`src/rtl/wb_arbiter_pkg.sv`:
```
// -----------------------------------------------------------------------------
// wb_arbiter_pkg
//   Shared constants and types for the register-file write-back arbiter.
//   MAX_REQ : largest number of requesters the arbiter supports.
//   IDX_W   : width of a requester index / round-robin pointer.
//   grant_t : full-width (MAX_REQ) request/grant vector.
//   multi_hot() : true when two or more bits of a request vector are set.
// -----------------------------------------------------------------------------
package wb_arbiter_pkg;

    localparam int MAX_REQ = 4;
    localparam int IDX_W   = $clog2(MAX_REQ);

    typedef logic [MAX_REQ-1:0] grant_t;

    // Clearing the lowest set bit leaves something only if another bit was set.
    function automatic logic multi_hot(grant_t v);
        return (v & (v - grant_t'(1))) != '0;
    endfunction

endpackage

```
`src/rtl/wb_arbiter_rr_pick.sv`:
```
// -----------------------------------------------------------------------------
// rr_pick
//   Purely combinational round-robin selector. Searches valid_i starting at
//   ptr_i, wrapping past NREQ-1 back to 0, and returns the first hit.
//   Ports:
//     valid_i [NREQ-1:0]  request vector (already gated by the caller)
//     ptr_i   [IDX_W-1:0] requester with highest priority this cycle
//     grant_o [NREQ-1:0]  one-hot grant, all-zero when nothing is valid
//     idx_o   [IDX_W-1:0] index of the granted requester (0 when none)
//     any_o               a grant was issued
// -----------------------------------------------------------------------------
module rr_pick
    import wb_arbiter_pkg::*;
#(
    parameter int NREQ = 3
) (
    input  logic [NREQ-1:0]  valid_i,
    input  logic [IDX_W-1:0] ptr_i,
    output logic [NREQ-1:0]  grant_o,
    output logic [IDX_W-1:0] idx_o,
    output logic             any_o
);

    int               c;
    logic [IDX_W-1:0] sel;

    // Walk the ring from farthest to nearest so the nearest valid requester
    // is the last one written and therefore wins.
    always_comb begin
        grant_o = '0;
        idx_o   = '0;
        any_o   = 1'b0;
        c       = 0;
        sel     = '0;
        for (int k = NREQ - 1; k >= 0; k--) begin
            c = int'(ptr_i) + k;
            if (c >= NREQ) begin
                c = c - NREQ;
            end
            sel = IDX_W'(c);
            if (valid_i[sel]) begin
                grant_o      = '0;
                grant_o[sel] = 1'b1;
                idx_o        = sel;
                any_o        = 1'b1;
            end
        end
    end

endmodule

```
`src/rtl/wb_arbiter.sv`:
```
// -----------------------------------------------------------------------------
// wb_arbiter
//   Round-robin arbiter sharing the register-file write port among NREQ
//   write-back requesters. At most one write is accepted per cycle and is
//   presented to the register bank one cycle later as a registered command.
//
//   Handshake: a requester raises req_valid[i] with stable req_addr/req_data
//   and keeps them until it sees req_ready[i]; the transfer happens in the
//   cycle where valid && ready. req_ready is one-hot or zero, never depends on
//   addr/data, and is zero while hold or rst is high.
//
//   Ports:
//     clk, rst        clock, synchronous active-high reset
//     hold            register bank busy; no grant while high
//     req_valid/addr/data  packed per-requester write requests
//     req_ready       one-hot grant
//     wr_en/addr/data registered write command to the register bank
//     conflict_count  (only with WB_ARB_STATS_EN) saturating count of
//                     unheld cycles with two or more requests pending
//
//   Build option: define WB_ARB_STATS_EN to add conflict_count.
// -----------------------------------------------------------------------------
module wb_arbiter
    import wb_arbiter_pkg::*;
#(
    parameter int N    = 32,
    parameter int AW   = 4,
    parameter int NREQ = 3
) (
    input  logic               clk,
    input  logic               rst,
    input  logic               hold,
    input  logic [NREQ-1:0]    req_valid,
    input  logic [NREQ*AW-1:0] req_addr,
    input  logic [NREQ*N-1:0]  req_data,
    output logic [NREQ-1:0]    req_ready,
    output logic               wr_en,
    output logic [AW-1:0]      wr_addr,
    output logic [N-1:0]       wr_data
`ifdef WB_ARB_STATS_EN
    ,
    output logic [15:0]        conflict_count
`endif
);

    logic [NREQ-1:0]  valid_gated;
    logic [NREQ-1:0]  grant;
    logic [IDX_W-1:0] gidx;
    logic             any_grant;

    logic [IDX_W-1:0] ptr_q, ptr_d;
    logic             wr_en_q, wr_en_d;
    logic [AW-1:0]    wr_addr_q, wr_addr_d;
    logic [N-1:0]     wr_data_q, wr_data_d;

    // Masking the requests up front keeps the selector free of hold/rst.
    assign valid_gated = (hold || rst) ? '0 : req_valid;

    rr_pick #(
        .NREQ (NREQ)
    ) u_pick (
        .valid_i (valid_gated),
        .ptr_i   (ptr_q),
        .grant_o (grant),
        .idx_o   (gidx),
        .any_o   (any_grant)
    );

    assign req_ready = grant;

    always_comb begin
        ptr_d     = ptr_q;
        wr_en_d   = any_grant;
        wr_addr_d = wr_addr_q;
        wr_data_d = wr_data_q;
        if (any_grant) begin
            ptr_d     = (gidx == IDX_W'(NREQ - 1)) ? '0 : gidx + IDX_W'(1);
            wr_addr_d = req_addr[gidx*AW +: AW];
            wr_data_d = req_data[gidx*N +: N];
        end
    end

    always_ff @(posedge clk) begin
        if (rst) begin
            ptr_q     <= '0;
            wr_en_q   <= 1'b0;
            wr_addr_q <= '0;
            wr_data_q <= '0;
        end else begin
            ptr_q     <= ptr_d;
            wr_en_q   <= wr_en_d;
            wr_addr_q <= wr_addr_d;
            wr_data_q <= wr_data_d;
        end
    end

    assign wr_en   = wr_en_q;
    assign wr_addr = wr_addr_q;
    assign wr_data = wr_data_q;

`ifdef WB_ARB_STATS_EN
    logic [15:0] conflict_cnt_q, conflict_cnt_d;

    // Counts contention on the raw request vector, not on grants.
    always_comb begin
        conflict_cnt_d = conflict_cnt_q;
        if (!hold && multi_hot(grant_t'(req_valid)) && (conflict_cnt_q != 16'hFFFF)) begin
            conflict_cnt_d = conflict_cnt_q + 16'd1;
        end
    end

    always_ff @(posedge clk) begin
        if (rst) begin
            conflict_cnt_q <= '0;
        end else begin
            conflict_cnt_q <= conflict_cnt_d;
        end
    end

    assign conflict_count = conflict_cnt_q;
`endif

endmodule

```
`config.mk`:
```
export PLATFORM = sky130hd
export DESIGN_NAME = wb_arbiter
export DESIGN_NICKNAME = d
export VERILOG_FILES = /design/src/rtl/wb_arbiter_pkg.sv /design/src/rtl/wb_arbiter_rr_pick.sv /design/src/rtl/wb_arbiter.sv
export SDC_FILE = /design/constraint.sdc
export NUM_CORES = 1
export LEC_CHECK = 0
export ABC_AREA = 0
export CORE_MARGIN = 2
export CORE_UTILIZATION = 41
export DETAILED_ROUTE_END_ITERATION = 6
export PLACE_DENSITY = 0.88
export REMOVE_ABC_BUFFERS = 1
export SLEW_MARGIN = 5
export SYNTH_ARGS = -nofsm -noshare
export SYNTH_HDL_FRONTEND = slang
export SYNTH_SLANG_ARGS = --single-unit
```
`constraint.sdc`:
```
create_clock -name clk -period 4.78 [get_ports clk]
set_clock_uncertainty 0.2 [all_clocks]
set_input_delay 1.195 -clock clk [delete_from_list [all_inputs] [get_ports clk]]
set_output_delay 1.195 -clock clk [all_outputs]
set_load 0.1 [all_outputs]
```
==> impl_summary.log, run 1 <==
[metrics] Post-CTS Hold Fix Bufs: 0
[metrics] Combinational Power Share: 56.8%
[metrics] number of instances on the worst hold path: 2
[metrics] count of standard-cell rows: 28
[metrics] Sw Ratio: 47.4%
[metrics] peak ir drop on the vdd network: 189 uV
[metrics] internal power: 0.811 mW
[metrics] commonest register cell after synthesis: dfxtp_1
[metrics] pin count of the biggest net entering global routing: 39
[metrics] Die Outline Area: 6810 sq um
[metrics] number of enable flip-flop cells after synthesis: 0
[metrics] largest incremental delay on the critical path: 540 ps
[metrics] final routed wire length divided by cell count: 17.7 um
[metrics] start-to-end type of the worst setup path: input port to primary output
[metrics] CP endpoint kind: primary output
[metrics] initial antenna violation count: 0
[metrics] initial cell density of the core: 42.5%
[metrics] part of the total power dissipated in sequential elements: 26.3%
[metrics] via-per-instance ratio: 5.73
[metrics] Stages on worst setup path: 7
[metrics] final critical-path share of the clock period: 92.6%
[metrics] crit path launch type: input port
[metrics] syn_area_per_cell: 9.00 sq um
[metrics] cell chosen for the clock root: clkbuf_8
[metrics] antenna cell count: 0
[metrics] Total Nets Final: 537
[metrics] Syn-to-layout area delta: 65.1%
[metrics] H-tree depth: 2
[metrics] insertion delay to the later sink of the worst-skew pair: 270 ps
[metrics] setup repair after global routing missed its margin: false
[metrics] slowest library cell on the worst path: clkdlybuf4s50_1
[metrics] launching point of the worst reg2reg path: ptr_q[0]
[metrics] Psw: 0.732 mW
[metrics] layout cell share with drive strength beyond 1: 15.5%
[metrics] gate count of the mapped netlist: 281
[metrics] logic depth of the worst register-to-register path: 8
[metrics] data arrival time of the critical path: 3030 ps
[metrics] Placeable Area: 5960 sq um
[metrics] antenna-violating nets left: 0
[metrics] HP Class: register to register
[metrics] pins over their slew limit: 0
[metrics] number of design-rule violations left by the first detailed-router iteration: 108
[metrics] buffers inserted during post-CTS setup optimization: 0
[metrics] Worst EP required: 3380 ps
[metrics] static leakage: 1.57 nW
[metrics] buffer depth of the longest clock path: 2
[metrics] area after detailed placement: 4070 sq um
[metrics] Core Util, Final: 70.1%
[metrics] Distinct cells, synth: 43
[metrics] Port-buffer cells: 153
[metrics] number of buffers and inverters on the critical path: 2
[metrics] width of the chip: 82.5 um
[metrics] number of optimization iterations in the first detailed-route pass: 4
[metrics] share of the yosys chip area belonging to registers: 30.9%
[metrics] cell breakdown of the critical path: clkdlybuf4s50_1 > or3b_4 > a2bb2oi_1 > o21ai_0 > a21oi_1 > nor2_1 > buf_12
[metrics] Chip Height: 82.5 um
[metrics] setup tns final: 0 ps
[metrics] upper clock frequency limit: 226 MHz
[metrics] number of warning messages in the yosys log: 0
[metrics] count of boundary I/O pins: 154
[metrics] Total Wirelength: 8.76 mm
[metrics] number of violations of the max-capacitance limit: 0
[metrics] Worst R2R Setup Slack: 1580 ps
[metrics] Slew @ Worst Pin: 1010 ps
[metrics] Reg-to-Reg End: wr_data[8]
[metrics] Via Count: 2831
[metrics] total power density per cell area: 370 nW/um^2
[metrics] count of final hold-check violations: 0
[metrics] sum of overflow across all layers after global routing: 0
[metrics] flip-flop and latch count after synthesis: 39
[metrics] Slew HR: 32.6%
[metrics] weighted congestion at the end of routability-driven global placement: 0.873
[metrics] highest fanout seen on the critical path: 7
[metrics] Min Hold Slack: 303 ps
[metrics] cell total after placement: 487
[metrics] sink count of the clock tree: 39
[metrics] CTS-repair resized insts: 0
[metrics] combined area of all synthesized cells: 2530 sq um
[metrics] total half-perimeter wirelength after legalization and detailed placement: 6.49 mm
[metrics] shortest clock period the worst path allows after layout: 4430 ps
[metrics] TritonCTS clock tree: done
[metrics] cts bufs inserted: 5
[metrics] Final Non-Filler Cells: 494
[metrics] total routing resource utilization after global routing: 25.0%
[metrics] power share of the clock group: 17.0%
[metrics] Worst-path clk slew: 70 ps
[metrics] Post-synth ARST share: 0%
[metrics] outcome: complete, no violations
[metrics] number of global-route vias before repair: 2898
[metrics] first-pass GRT wire length: 13.3 mm
[metrics] total setup violations reported at the end of the flow: 0
[metrics] Layout Cell Area excl Fill: 4170 sq um
[metrics] Worst Hold Endpoint: wr_data[2]
[metrics] Top delay family on crit path: buffers and inverters
[metrics] launch instance of the worst min-delay path: wr_data[2]
[metrics] Remaining DRCs: 0
-- cells in the final DEF (no fill, tap or decap), drive strengths merged, types with 6 or more instances in the layout --
cell           synthesis  layout
nor2                  33      33
nand3                 26      26
clkbuf                12       6
a31oi                 11      11
dfxtp                 39      39
clkdlybuf4s50          0     149
o22ai                 12      12
a221oi                25      25
a21oi                  7       7
a22oi                 11      11
inv                   18      18
a211oi                36      36
buf                   18      12
-- sequential cells by signal, indices dropped and copies added, names as in the netlist --
name / cells
wr_en: 1
wr_data: 32
ptr_q: 2
wr_addr: 4
-- synthesized netlist by cell type, types with 2 or more instances --
master,instances,share of area (%)
o21ai_0,3,0.59
dfxtp_1,39,31
a221oi_1,6,2.1
nand2b_1,2,0.49
nand2_1,3,0.45
nand3_1,26,5.1
a22oi_1,11,3.3
ha_1,4,2.0
a211oi_2,19,9.4
buf_2,12,2.4
o22ai_1,12,3.0
mux2i_1,2,0.79
clkbuf_1,11,1.6
and2_1,2,0.49
a211oi_1,17,5.0
inv_1,17,2.5
a21oi_1,6,1.2
a221oi_2,19,11
buf_6,5,2.2
a31oi_1,11,2.7
nor2_1,32,4.8
-- routing by layer --
| metal | GRT usage (%) | vias up | share of wire, % |
|---|---|---|---|
| met2 | 47.7 | 136 | 50 |
| met5 | 0 | - | 0 |
| met3 | 5.98 | 8 | 9.8 |
| met1 | 28.4 | 1328 | 39 |
| li1 | - | 1359 | - |
| met4 | 3.93 | 0 | 0.90 |
-- final cells by class --
type                       count  area (sq um)
fill                         457          1780
timing repair buffer         161          1620
multi-input combinational    194          1510
sequential                    39           781
clock inverter                 1          30.0
inverter                      18          67.6
clock buffer                   6          72.6
tap                           75          93.8
-- power groups by stage --
stage / sequential [mW] / clock, mW / combinational, mW
floorplan: 0.775 / 0 / 0.237
global placement: 0.410 / 0 / 0.863
detailed placement: 0.412 / 0 / 0.878
CTS: 0.405 / 0.264 / 0.879
global route: 0.411 / 0.279 / 0.918
finish: 0.405 / 0.262 / 0.876
-- stage by stage --
step | setup WS, ps | power [mW]
after floorplan | -22.6 | 1.01
final | 352 | 1.54
after detailed placement | 372 | 1.29
after global placement | 423 | 1.27
after global routing | 247 | 1.61
after CTS | 367 | 1.55
-- worst register-to-register path: cells and delay by family, from the launching register on --
family          cells  cell delay [ps]
compound gates      4             1290
fa+ha+maj           1              470
buf+inv             2              380
flops               1              370
mux                 1              350
-- cells by family after synthesis --
kind of cell / count (synthesis) / share of synthesized area, %
AND/OR/NAND/NOR: 74 / 14.1
flip-flops: 39 / 30.9
multiplexers: 3 / 1.39
buffers and inverters: 48 / 9.40
adder cells (fa/ha/maj): 4 / 1.98
AO/OA/AOI/OAI: 113 / 42.3
-- worst max path at each step --
stage,from,to,slack (ps)
after floorplan,rst,req_ready[2],-20
after global placement,hold,req_ready[0],420
after detailed placement,hold,req_ready[0],370
after CTS,hold,req_ready[0],370
after global routing,hold,req_ready[0],250
final,hold,req_ready[0],350
Power figures use the tool's default switching activity.
==> run 2, diff against run 1 <==
Clock period 4.78 ns to 5.6 ns, I/O delays scaled along.
==> impl_summary.log, run 2 (same netlist as run 1, synthesis figures left out) <==
[metrics] highest fanout seen on the critical path: 7
[metrics] Syn-to-layout area delta: 63.3%
[metrics] number of violations of the max-capacitance limit: 0
[metrics] sum of overflow across all layers after global routing: 0
[metrics] shortest clock period the worst path allows after layout: 4840 ps
[metrics] cts bufs inserted: 5
[metrics] Placeable Area: 5960 sq um
[metrics] Min Hold Slack: 304 ps
[metrics] Port-buffer cells: 153
[metrics] Die Outline Area: 6810 sq um
[metrics] Chip Height: 82.5 um
[metrics] buffer depth of the longest clock path: 2
[metrics] total half-perimeter wirelength after legalization and detailed placement: 6.22 mm
[metrics] static leakage: 1.55 nW
[metrics] layout cell share with drive strength beyond 1: 14.9%
[metrics] number of design-rule violations left by the first detailed-router iteration: 146
[metrics] final routed wire length divided by cell count: 17.6 um
[metrics] flip-flop count of the largest register, all copies and words added: 32
[metrics] first-pass GRT wire length: 12.7 mm
[metrics] Layout Cell Area excl Fill: 4130 sq um
[metrics] peak ir drop on the vdd network: 179 uV
[metrics] final critical-path share of the clock period: 86.4%
[metrics] Total Nets Final: 534
[metrics] cell chosen for the clock root: clkbuf_8
[metrics] outcome: complete, no violations
[metrics] antenna-violating nets left: 0
[metrics] Slew @ Worst Pin: 1010 ps
[metrics] total setup violations reported at the end of the flow: 0
[metrics] total routing resource utilization after global routing: 24.3%
[metrics] sink count of the clock tree: 39
[metrics] total power density per cell area: 308 nW/um^2
[metrics] TritonCTS clock tree: done
[metrics] count of standard-cell rows: 28
[metrics] most frequent standard cell in the layout excluding fill and tap cells: clkdlybuf4s50_1
[metrics] number of global-route vias before repair: 2687
[metrics] pins over their slew limit: 0
[metrics] count of final hold-check violations: 0
[metrics] Post-CTS Hold Fix Bufs: 0
[metrics] setup repair after global routing missed its margin: false
[metrics] number of optimization iterations in the first detailed-route pass: 4
[metrics] Worst EP required: 4000 ps
[metrics] start-to-end type of the worst setup path: input port to primary output
[metrics] most frequent cells in the layout: clkdlybuf4s50_1 (149), dfxtp_1 (39), nor2_1 (32), nand3_1 (26)
[metrics] Remaining DRCs: 0
[metrics] buffers inserted during post-CTS setup optimization: 0
[metrics] pin count of the biggest net entering global routing: 39
[metrics] post-placement worst setup slack: 778 ps
[metrics] insertion delay to the later sink of the worst-skew pair: 280 ps
[metrics] Total Wirelength: 8.67 mm
[metrics] upper clock frequency limit: 207 MHz
[metrics] HP Class: register to register
[metrics] CP endpoint kind: primary output
[metrics] crit path launch type: input port
[metrics] initial cell density of the core: 42.5%
[metrics] weighted congestion at the end of routability-driven global placement: 0.843
[metrics] least setup slack across all paths after layout: 761 ps
[metrics] data arrival time of the critical path: 3240 ps
[metrics] count of boundary I/O pins: 154
[metrics] via-per-instance ratio: 5.80
[metrics] antenna cell count: 0
[metrics] Via Count: 2852
[metrics] Slew HR: 32.5%
[metrics] H-tree depth: 2
[metrics] area after detailed placement: 4050 sq um
[metrics] width of the chip: 82.5 um
[metrics] Worst-path clk slew: 70 ps
[metrics] CTS-repair resized insts: 0
[metrics] initial antenna violation count: 0
[metrics] setup tns final: 0 ps
-- run 2: worst paths after layout --
path	startpoint	to	slack (ps)	depth (start not counted)
hold / removal	wr_data[11]	wr_data[11]	300	2
setup / recovery	hold	req_ready[2]	760	7
setup reg to reg	ptr_q[0]	wr_addr[1]	2040	8
hold reg to reg	wr_data[11]	wr_data[11]	300	2
-- run 2: where the power goes --
group | total, mW | switching, mW | internal, mW
sequential | 0.346 | 0.0232 | 0.323
combinational | 0.743 | 0.506 | 0.237
clock | 0.183 | 0.0956 | 0.0875
total | 1.27 | 0.625 | 0.647
-- run 2: through the flow --
stage / total power, mW / utilization, % / std cells
6_report: 1.27 / 69.3 / 492
5_1_grt: 1.33 / 69.3 / 492
4_1_cts: 1.28 / 69.3 / 492
3_5_place_dp: 1.09 / 68.0 / 484
3_3_place_gp: 1.08 / 68.0 / 484
2_1_floorplan: 0.864 / - / 251
-- run 2: final cells by class --
class	instances	area [sq um]
clock buffers	7	76.3
clock inverters	1	5.00
fillers	475	1830
inverters	18	67.6
multi-input cells	194	1510
flip-flops and latches	39	781
well taps	75	93.8
repair buffers	158	1590
-- run 2: per-layer routing --
| layer | vias up | track usage [%] | share of wire [%] |
|---|---|---|---|
| met5 | - | 0 | 0 |
| met4 | 0 | 7.38 | 1.5 |
| met3 | 12 | 6.52 | 9.5 |
| met2 | 150 | 43.0 | 49 |
| met1 | 1332 | 28.5 | 40 |
| li1 | 1358 | - | - |
-- run 2: worst max-delay path, stage by stage --
cell	delay, ps
clkdlybuf4s50_1	540
or3b_4	440
a2bb2oi_1	200
nor2_1	120
a21oi_1	50
a21oi_1	270
buf_12	210
